### config.mk
export PLATFORM = sky130hd
export DESIGN_NAME = cmu_fpu_arbiter
export DESIGN_NICKNAME = d
export VERILOG_FILES = /design/src/rtl/cmu_fpu_arbiter.sv
export SDC_FILE = /design/constraint.sdc
export NUM_CORES = 1
export LEC_CHECK = 0
export CAP_MARGIN = 5
export CORE_AREA = 4 4 302 304
export CTS_CLUSTER_DIAMETER = 30
export DETAILED_ROUTE_END_ITERATION = 10
export DIE_AREA = 0 0 306 308
export GPL_ROUTABILITY_DRIVEN = 0
export PLACE_DENSITY = 0.46
export SETUP_SLACK_MARGIN = 0.2
export SKIP_LAST_GASP = 1
export SYNTH_ARGS = -nofsm -noshare
export SYNTH_HDL_FRONTEND = slang
export SYNTH_SLANG_ARGS = --single-unit
### constraint.sdc
create_clock -name clk -period 8.8 [get_ports clk]
set_input_delay 1.76 -clock clk [delete_from_list [all_inputs] [get_ports clk]]
set_output_delay 1.76 -clock clk [all_outputs]
set_load 0.02 [all_outputs]
### src/rtl/cmu_fpu_arbiter.sv
`default_nettype none
// +-------------------------------------------------------------------------+
// | cmu_fpu_arbiter: round-robin arbiter sharing one FP unit among N_REQ;   |
// | CMU_ARB_TIMEOUT_EN adds a watchdog abort.            Revision: 1.0      |
// +-------------------------------------------------------------------------+
module cmu_fpu_arbiter #(
  parameter int DBL_WIDTH   = 64,
  parameter int N_REQ       = 4,
  parameter int TIMEOUT_CYC = 255
) (
  input  logic                       clk,
  input  logic                       rst,
  input  logic [N_REQ-1:0]           req,
  input  logic [N_REQ*DBL_WIDTH-1:0] req_a,
  input  logic [N_REQ*DBL_WIDTH-1:0] req_b,
  output logic [N_REQ-1:0]           req_ack,
  output logic [N_REQ-1:0]           rsp_valid,
  output logic [DBL_WIDTH-1:0]       rsp_data,
  output logic                       rsp_err,
  output logic                       fpu_valid,
  input  logic                       fpu_ready,
  input  logic                       fpu_finish,
  output logic [DBL_WIDTH-1:0]       fpu_a,
  output logic [DBL_WIDTH-1:0]       fpu_b,
  input  logic [DBL_WIDTH-1:0]       fpu_result,
  output logic                       busy,
  output logic [2:0]                 owner
);

  typedef enum logic [0:0] {
    S_IDLE = 1'b0,
    S_WAIT = 1'b1
  } state_t;

  state_t               state, state_nxt;
  logic [2:0]           rr_ptr;
  logic [2:0]           nxt_ptr;
  logic [2:0]           win;
  logic                 win_found;
  logic [3:0]           k;
  logic [7:0]           req8;
  logic [N_REQ-1:0]     win_oh;
  logic [N_REQ-1:0]     own_oh;
  logic [DBL_WIDTH-1:0] win_a;
  logic [DBL_WIDTH-1:0] win_b;
  logic                 grant;
  logic                 done;

  generate
    if (N_REQ < 2 || N_REQ > 8 || TIMEOUT_CYC < 1) begin : g_param_check
      $error("cmu_fpu_arbiter: parameter out of range");
    end
  endgenerate

  assign req8    = 8'(req);
  assign busy    = (state == S_WAIT);
  assign nxt_ptr = (owner == 3'(N_REQ - 1)) ? 3'd0 : owner + 3'd1;

  // Rotating priority search: first set bit at or after rr_ptr, wrapping.
  always_comb begin
    win       = '0;
    win_found = 1'b0;
    k         = '0;
    for (int i = 0; i < N_REQ; i++) begin
      k = {1'b0, rr_ptr} + 4'(i);
      if (k >= 4'(N_REQ)) k = k - 4'(N_REQ);
      if (!win_found && req8[k[2:0]]) begin
        win_found = 1'b1;
        win       = k[2:0];
      end
    end
  end

  always_comb begin
    win_oh = '0;
    own_oh = '0;
    win_a  = '0;
    win_b  = '0;
    for (int i = 0; i < N_REQ; i++) begin
      win_oh[i] = (win == 3'(i));
      own_oh[i] = (owner == 3'(i));
      if (win == 3'(i)) begin
        win_a = req_a[i*DBL_WIDTH +: DBL_WIDTH];
        win_b = req_b[i*DBL_WIDTH +: DBL_WIDTH];
      end
    end
  end

`ifdef CMU_ARB_TIMEOUT_EN
  localparam int CNT_W = $clog2(TIMEOUT_CYC + 1);
  logic [CNT_W-1:0] wd_cnt;
  logic             abort;
`endif

  always_ff @(posedge clk or posedge rst) begin
    if (rst) state <= S_IDLE;
    else     state <= state_nxt;
  end

  always_comb begin
    state_nxt = state;
    grant     = 1'b0;
    done      = 1'b0;
`ifdef CMU_ARB_TIMEOUT_EN
    abort     = 1'b0;
`endif
    case (state)
      S_IDLE: begin
        if (win_found && fpu_ready) begin
          grant     = 1'b1;
          state_nxt = S_WAIT;
        end
      end
      S_WAIT: begin
        // A finish arriving on the watchdog's last cycle still counts as success.
        if (fpu_finish) begin
          done      = 1'b1;
          state_nxt = S_IDLE;
        end
`ifdef CMU_ARB_TIMEOUT_EN
        else if (wd_cnt == CNT_W'(TIMEOUT_CYC - 1)) begin
          abort     = 1'b1;
          state_nxt = S_IDLE;
        end
`endif
      end
      default: state_nxt = S_IDLE;
    endcase
  end

  always_ff @(posedge clk or posedge rst) begin
    if (rst) begin
      rr_ptr    <= '0;
      owner     <= '0;
      req_ack   <= '0;
      rsp_valid <= '0;
      fpu_valid <= 1'b0;
      fpu_a     <= '0;
      fpu_b     <= '0;
      rsp_data  <= '0;
    end else begin
      req_ack   <= '0;
      rsp_valid <= '0;
      fpu_valid <= 1'b0;
      if (grant) begin
        fpu_a     <= win_a;
        fpu_b     <= win_b;
        fpu_valid <= 1'b1;
        req_ack   <= win_oh;
        owner     <= win;
      end
      if (done) begin
        rsp_data  <= fpu_result;
        rsp_valid <= own_oh;
        rr_ptr    <= nxt_ptr;
      end
`ifdef CMU_ARB_TIMEOUT_EN
      if (abort) begin
        rsp_data  <= '0;
        rsp_valid <= own_oh;
        rr_ptr    <= nxt_ptr;
      end
`endif
    end
  end

`ifdef CMU_ARB_TIMEOUT_EN
  always_ff @(posedge clk or posedge rst) begin
    if (rst) begin
      wd_cnt  <= '0;
      rsp_err <= 1'b0;
    end else begin
      rsp_err <= abort;
      if (grant)                 wd_cnt <= '0;
      else if (state == S_WAIT)  wd_cnt <= wd_cnt + 1'b1;
    end
  end
`else
  assign rsp_err = 1'b0;
`endif

endmodule
`default_nettype wire

==> results_dict.tcl, run 1 <==
set metrics [dict create \
    dr.pass1.iters 4 \
    worst_pin_slew_ps 988 \
    netlist.area_leader.share 0.449 \
    num_rows 109 \
    cts_resized 0 \
    cp-startpoint "req[0]" \
    path_class "in -> reg" \
    ys_ff_latch 208 \
    slew_headroom 0.340 \
    grt_use_total 0.122 \
    critPathMaxFanout 50 \
    numPortBuffers 788 \
    reg2reg_depth 9 \
    hold_end "fpu_b[3]" \
    die_y_um 308 \
    cp.arrival_ps 5360 \
    final.setup.tns_ps 0 \
    hp-start "fpu_b[3]" \
    core-area_sq_um 88200 \
    drv_cap 0 \
    slowest_stage "buf_4" \
    ys_warn_count 0 \
    fmax_ghz 0.204 \
    synthesis.area_sq_um 11600 \
    grt_max_degree 107 \
    numCtsBuffers 82 \
    cpPeakStageDelay_ps 760 \
    power_leakage_nw 9.47 \
    synth_edf_count 0 \
    design_area_sq_um 23300 \
    antenna_left 0 \
    drc 0 \
    insertion_delay_ps 640 \
    wl_mm 60.3 \
    htreeDepth 3 \
    cts_root_buf "clkbuf_16" \
    ys_types 44 \
    dpl-instance-area_sq_um 20500 \
    synth.avg_cell_area_sq_um 12.4 \
    cts_setup_buffers 0 \
    synth_common_cells "mux2i_1 (226), dfrtp_1 (208), nand2_1 (103)" \
    crit_chain "clkdlybuf4s50_1, mux4_2, a221oi_4, nor3b_2, or2_4, buf_4, mux2i_1, o221ai_2" \
    hold_depth 2 \
    fillers 9206 \
    vias 11288 \
    start_util 0.131 \
    clock_skew_ps 47.9 \
    cts_tree "yes" \
    rr_endpoint "fpu_b[40]" \
    grt_pass1_vias 12750 \
    synthesis.nets 1528 \
    yosysTopAreaCell "dfrtp_1" \
    required_ps 9260 \
    yosysSeqAreaShare 0.449 \
    dieArea_sq_um 94200 \
    post-route-min-period_ps 4900 \
    maxSlewViolCount 0 \
    finalNetCount 2332 \
    rsz0062_at_grt "no" \
    gr-total-overflow 0 \
    num_io_pins 790 \
    final-setup-viol-count 0 \
    hp-class "reg -> reg" \
    clock_sinks 208 \
    end_kind "flop" \
    wl_per_cell_um 20.3 \
    viasPerCell 3.79 \
    p_per_area_nw_per_um2 392 \
    drt_iter0_markers 480 \
    status "finished clean" \
    clock_path_buffers 3 \
    grt_pass1_wl_mm 85.6 \
    r2r_start "rr_ptr[0]" \
    area_delta_synth_final_pct 101 \
    ys.flop_type "dfrtp_1" \
    startpoint_type "primary input" \
    antenna_found_initial 9 \
    r2r_slack_ps 4170 \
    die_w_um 306 \
    dp_hpwl_mm 46.0 \
    ctsHoldBuffers 0 \
    synth_most_common_cell "mux2i_1" \
    drive_gt1_frac 0.162 \
    cts.reportedPaths.clkPinSlew_ps 40 \
    async_flop_share 1.00 \
    hold_viol_final 0 \
    ir_worst_vdd_v 0.000210 \
    synthCells 938 \
    synthTopCellsByArea "dfrtp_1 (45%), mux2i_1 (20%), mux2_2 (9.2%)" \
    min_period_over_period 0.557 \
]
-- layer usage --
layer	global-route usage	wire length, um	up-vias
li1	-	-	5203
met1	0.126	21600	5398
met2	0.216	30700	561
met3	0.0553	5980	116
met4	0.0445	1950	10
met5	0	69	-
-- final cells by class --
cell class / instances / area [sq um] / share of cell area
multi-input combinational: 642 / 5820 / 0.249
antenna: 3 / 7.51 / 0.000322
inverter: 7 / 33.8 / 0.00145
clock inverter: 24 / 394 / 0.0169
tap: 1165 / 1460 / 0.0625
timing repair buffer: 801 / 8020 / 0.344
clock buffer: 125 / 2390 / 0.103
sequential: 208 / 5200 / 0.223
-- power by group --
part | internal (mW) | total (mW) | leakage (nW) | switching [mW]
clock network | 1.98 | 2.82 | 1.34 | 0.836
registers | 1.42 | 1.70 | 2.55 | 0.283
logic | 2.21 | 4.62 | 5.59 | 2.41
total | 5.61 | 9.14 | 9.47 | 3.53
-- through the flow --
stage	power, mW	hold WS [ps]	utilization	cells	worst slack [ps]
detailed placement	6.43	471	0.233	2823	3220
floorplan	4.75	537	-	938	1360
global placement	6.37	471	0.233	2823	3320
finish	9.14	482	0.264	2975	3900
CTS	9.34	486	0.264	2972	3900
global route	9.66	497	0.264	2975	3680
-- state kept, by name, indices dropped and copies added (netlist names) --
name,count
fpu_a,64
fpu_b,64
rsp_data,64
req_ack,4
rsp_valid,4
owner,3
rr_ptr,3
busy,1
fpu_valid,1
-- cell families (layout without fill, tap and decap cells) --
family / Yosys count / count (layout) / synth area share
simple gates: 160 / 160 / 0.0561
flops: 208 / 208 / 0.449
mux: 328 / 328 / 0.296
buf+inv: 88 / 957 / 0.0532
other cells: 1 / 4 / 0.000323
fa+ha+maj: 6 / 6 / 0.00647
compound gates: 147 / 147 / 0.139
-- critical path: cells and delay by family --
| kind | cells | cell delay, ps |
|---|---|---|
| buffers and inverters | 2 | 1260 |
| muxes | 2 | 910 |
| and+or+nand+nor | 2 | 840 |
| AOI/OAI and AO/OA | 2 | 540 |
-- worst max-delay path by stage --
| stage | end | slack (ps) | depth (start not counted) |
|---|---|---|---|
| 6_report | fpu_b[40] | 3900 | 8 |
| 5_1_grt | fpu_b[28] | 3680 | 8 |
| 4_1_cts | fpu_b[40] | 3900 | 8 |
| 2_1_floorplan | busy | 1360 | 1 |
| 3_3_place_gp | fpu_b[2] | 3320 | 8 |
| 3_5_place_dp | fpu_b[40] | 3220 | 8 |
-- cell usage in the layout, fill, tap and decap left out, types with 2 or more instances in the layout --
cell type        count
diode_2              3
buf_12               3
o221ai_2            46
o21ai_0              5
bufinv_16            4
clkinv_2             5
nand2_1            100
buf_4               10
a221o_1             33
a21oi_1              2
nand2_4              2
nor2_1              40
mux4_2               2
nor3b_1              4
ha_1                 6
o2111ai_1            2
clkinv_16            5
clkinv_8             2
nand2b_1             3
clkinv_4             5
mux2_2              95
clkdlybuf4s50_1    788
o221ai_1            49
clkbuf_1            25
clkbuf_16           82
inv_1                5
mux2i_1            226
clkbuf_8            18
dfrtp_1            208
clkinvlp_4           3
mux2_1               5
nor3_1               2
Note: power is estimated with default switching activity, not from simulation.
==> run 2, diff against run 1 <==
==> constraint.sdc (replaced) <==
create_clock -name clk -period 4.7 [get_ports clk]
set_input_delay 0.94 -clock clk [delete_from_list [all_inputs] [get_ports clk]]
set_output_delay 0.94 -clock clk [all_outputs]
set_load 0.02 [all_outputs]
==> results_dict.tcl, run 2 (same netlist as run 1, synthesis figures left out) <==
set metrics [dict create \
    viasPerCell 3.79 \
    slew_headroom 0.342 \
    top_layer "met5" \
    final-setup-viol-count 0 \
    wl_per_cell_um 21.1 \
    final.setup.tns_ps 0 \
    startpoint_type "flop" \
    power_leakage_nw 9.53 \
    htreeDepth 3 \
    placedCellCount 2855 \
    ctsHoldBuffers 0 \
    final_cell_mix "clkdlybuf4s50_1 (788), mux2i_1 (226), dfrtp_1 (208)" \
    dr.pass1.iters 4 \
    maxSlewViolCount 0 \
    finalNetCount 2358 \
    num_rows 109 \
    cts.reportedPaths.clkPinSlew_ps 40 \
    hp-class "reg -> reg" \
    r2r_slack_ps 790 \
    insertion_delay_ps 620 \
    grt_max_degree 74 \
    worst_pin_slew_ps 986 \
    end_kind "flop" \
    die_y_um 308 \
    finish.utilization 0.265 \
    rr_endpoint "fpu_a[30]" \
    fin_cells 2995 \
    hold_end "fpu_a[0]" \
    core-area_sq_um 88200 \
    numPortBuffers 788 \
    post-route-min-period_ps 3910 \
    num_io_pins 790 \
    cts_resized 0 \
    numCtsBuffers 76 \
    drive_gt1_frac 0.173 \
    cts_tree "yes" \
    dr_wl_met2_mm 32.2 \
    wl_mm 63.1 \
    dp_hpwl_mm 50.7 \
    grt_use_total 0.128 \
    p_per_area_nw_per_um2 730 \
    critPathMaxFanout 44 \
    r2r_start "rr_ptr[1]" \
    final_common_cell "clkdlybuf4s50_1" \
    clock_path_buffers 3 \
    fmax_ghz 0.256 \
    drv_cap 0 \
    cts_root_buf "clkbuf_16" \
    clock_skew_ps 60.5 \
    rsz0062_at_grt "no" \
    clock_sinks 208 \
    cp-startpoint "rr_ptr[1]" \
    status "finished clean" \
    area_delta_synth_final_pct 102 \
    cts_setup_buffers 0 \
    min_period_over_period 0.831 \
    dieArea_sq_um 94200 \
    hold_depth 2 \
    drt_iter0_markers 462 \
    vias 11340 \
    die_w_um 306 \
    hp-start "fpu_a[0]" \
    reg2reg_depth 10 \
    antenna_found_initial 13 \
    reg_top3 "fpu_a x64, fpu_b x64, rsp_data x64" \
    met1_length_mm 22.8 \
    ir_worst_vdd_v 0.000376 \
    gr-total-overflow 0 \
    path_class "reg -> reg" \
    cp.arrival_ps 4360 \
    route.met3.wl_mm 6.53 \
    grt_pass1_vias 12971 \
    start_util 0.131 \
    required_ps 5160 \
    antenna_left 0 \
    hold_viol_final 0 \
    grt_pass1_wl_mm 89.3 \
    fillers 9206 \
    drc 0 \
]
-- run 2: cell type report --
class / count / area [sq um] / share of cell area
Timing Repair Buffer: 833 / 8330 / 0.356
Multi-Input combinational cell: 642 / 5820 / 0.249
Sequential cell: 208 / 5200 / 0.222
Clock buffer: 113 / 2210 / 0.0944
Tap cell: 1165 / 1460 / 0.0623
Clock inverter: 22 / 349 / 0.0149
Inverter: 7 / 30.0 / 0.00128
Antenna cell: 5 / 12.5 / 0.000535
-- run 2: routing by layer --
layer	vias up	GRT usage
met2	580	0.228
met4	12	0.0397
met3	102	0.0566
met1	5400	0.135
li1	5246	-
met5	-	0
-- run 2: how the worst max path moves through the flow --
stage,cells after the start,end,slack (ps)
after floorplan,1,busy,1060
after global placement,8,fpu_b[2],540
after detailed placement,8,fpu_b[2],430
after CTS,9,fpu_b[2],790
after global routing,10,fpu_b[15],520
final,10,fpu_a[30],790
-- run 2: worst max-delay path: stages, from the launching register on --
cell	delay, ps
dfrtp_1	550
inv_1	110
ha_1	420
mux4_2	620
a221oi_4	400
nor3b_2	330
or2_4	260
buf_12	220
buf_12	320
mux2i_1	260
o221ai_1	140
-- run 2: through the flow --
step	setup WS, ps	hold WS, ps	power (mW)	instance area [sq um]
6_report	792	478	17.1	23400
3_3_place_gp	542	468	12.3	20800
3_5_place_dp	429	473	12.4	20800
2_1_floorplan	1060	537	8.90	11600
5_1_grt	525	504	18.1	23400
4_1_cts	787	483	17.5	23400
-- run 2: power breakdown --
group | switching (mW) | internal (mW)
combinational | 4.67 | 4.39
clock | 1.48 | 3.40
sequential | 0.482 | 2.66
total | 6.64 | 10.5
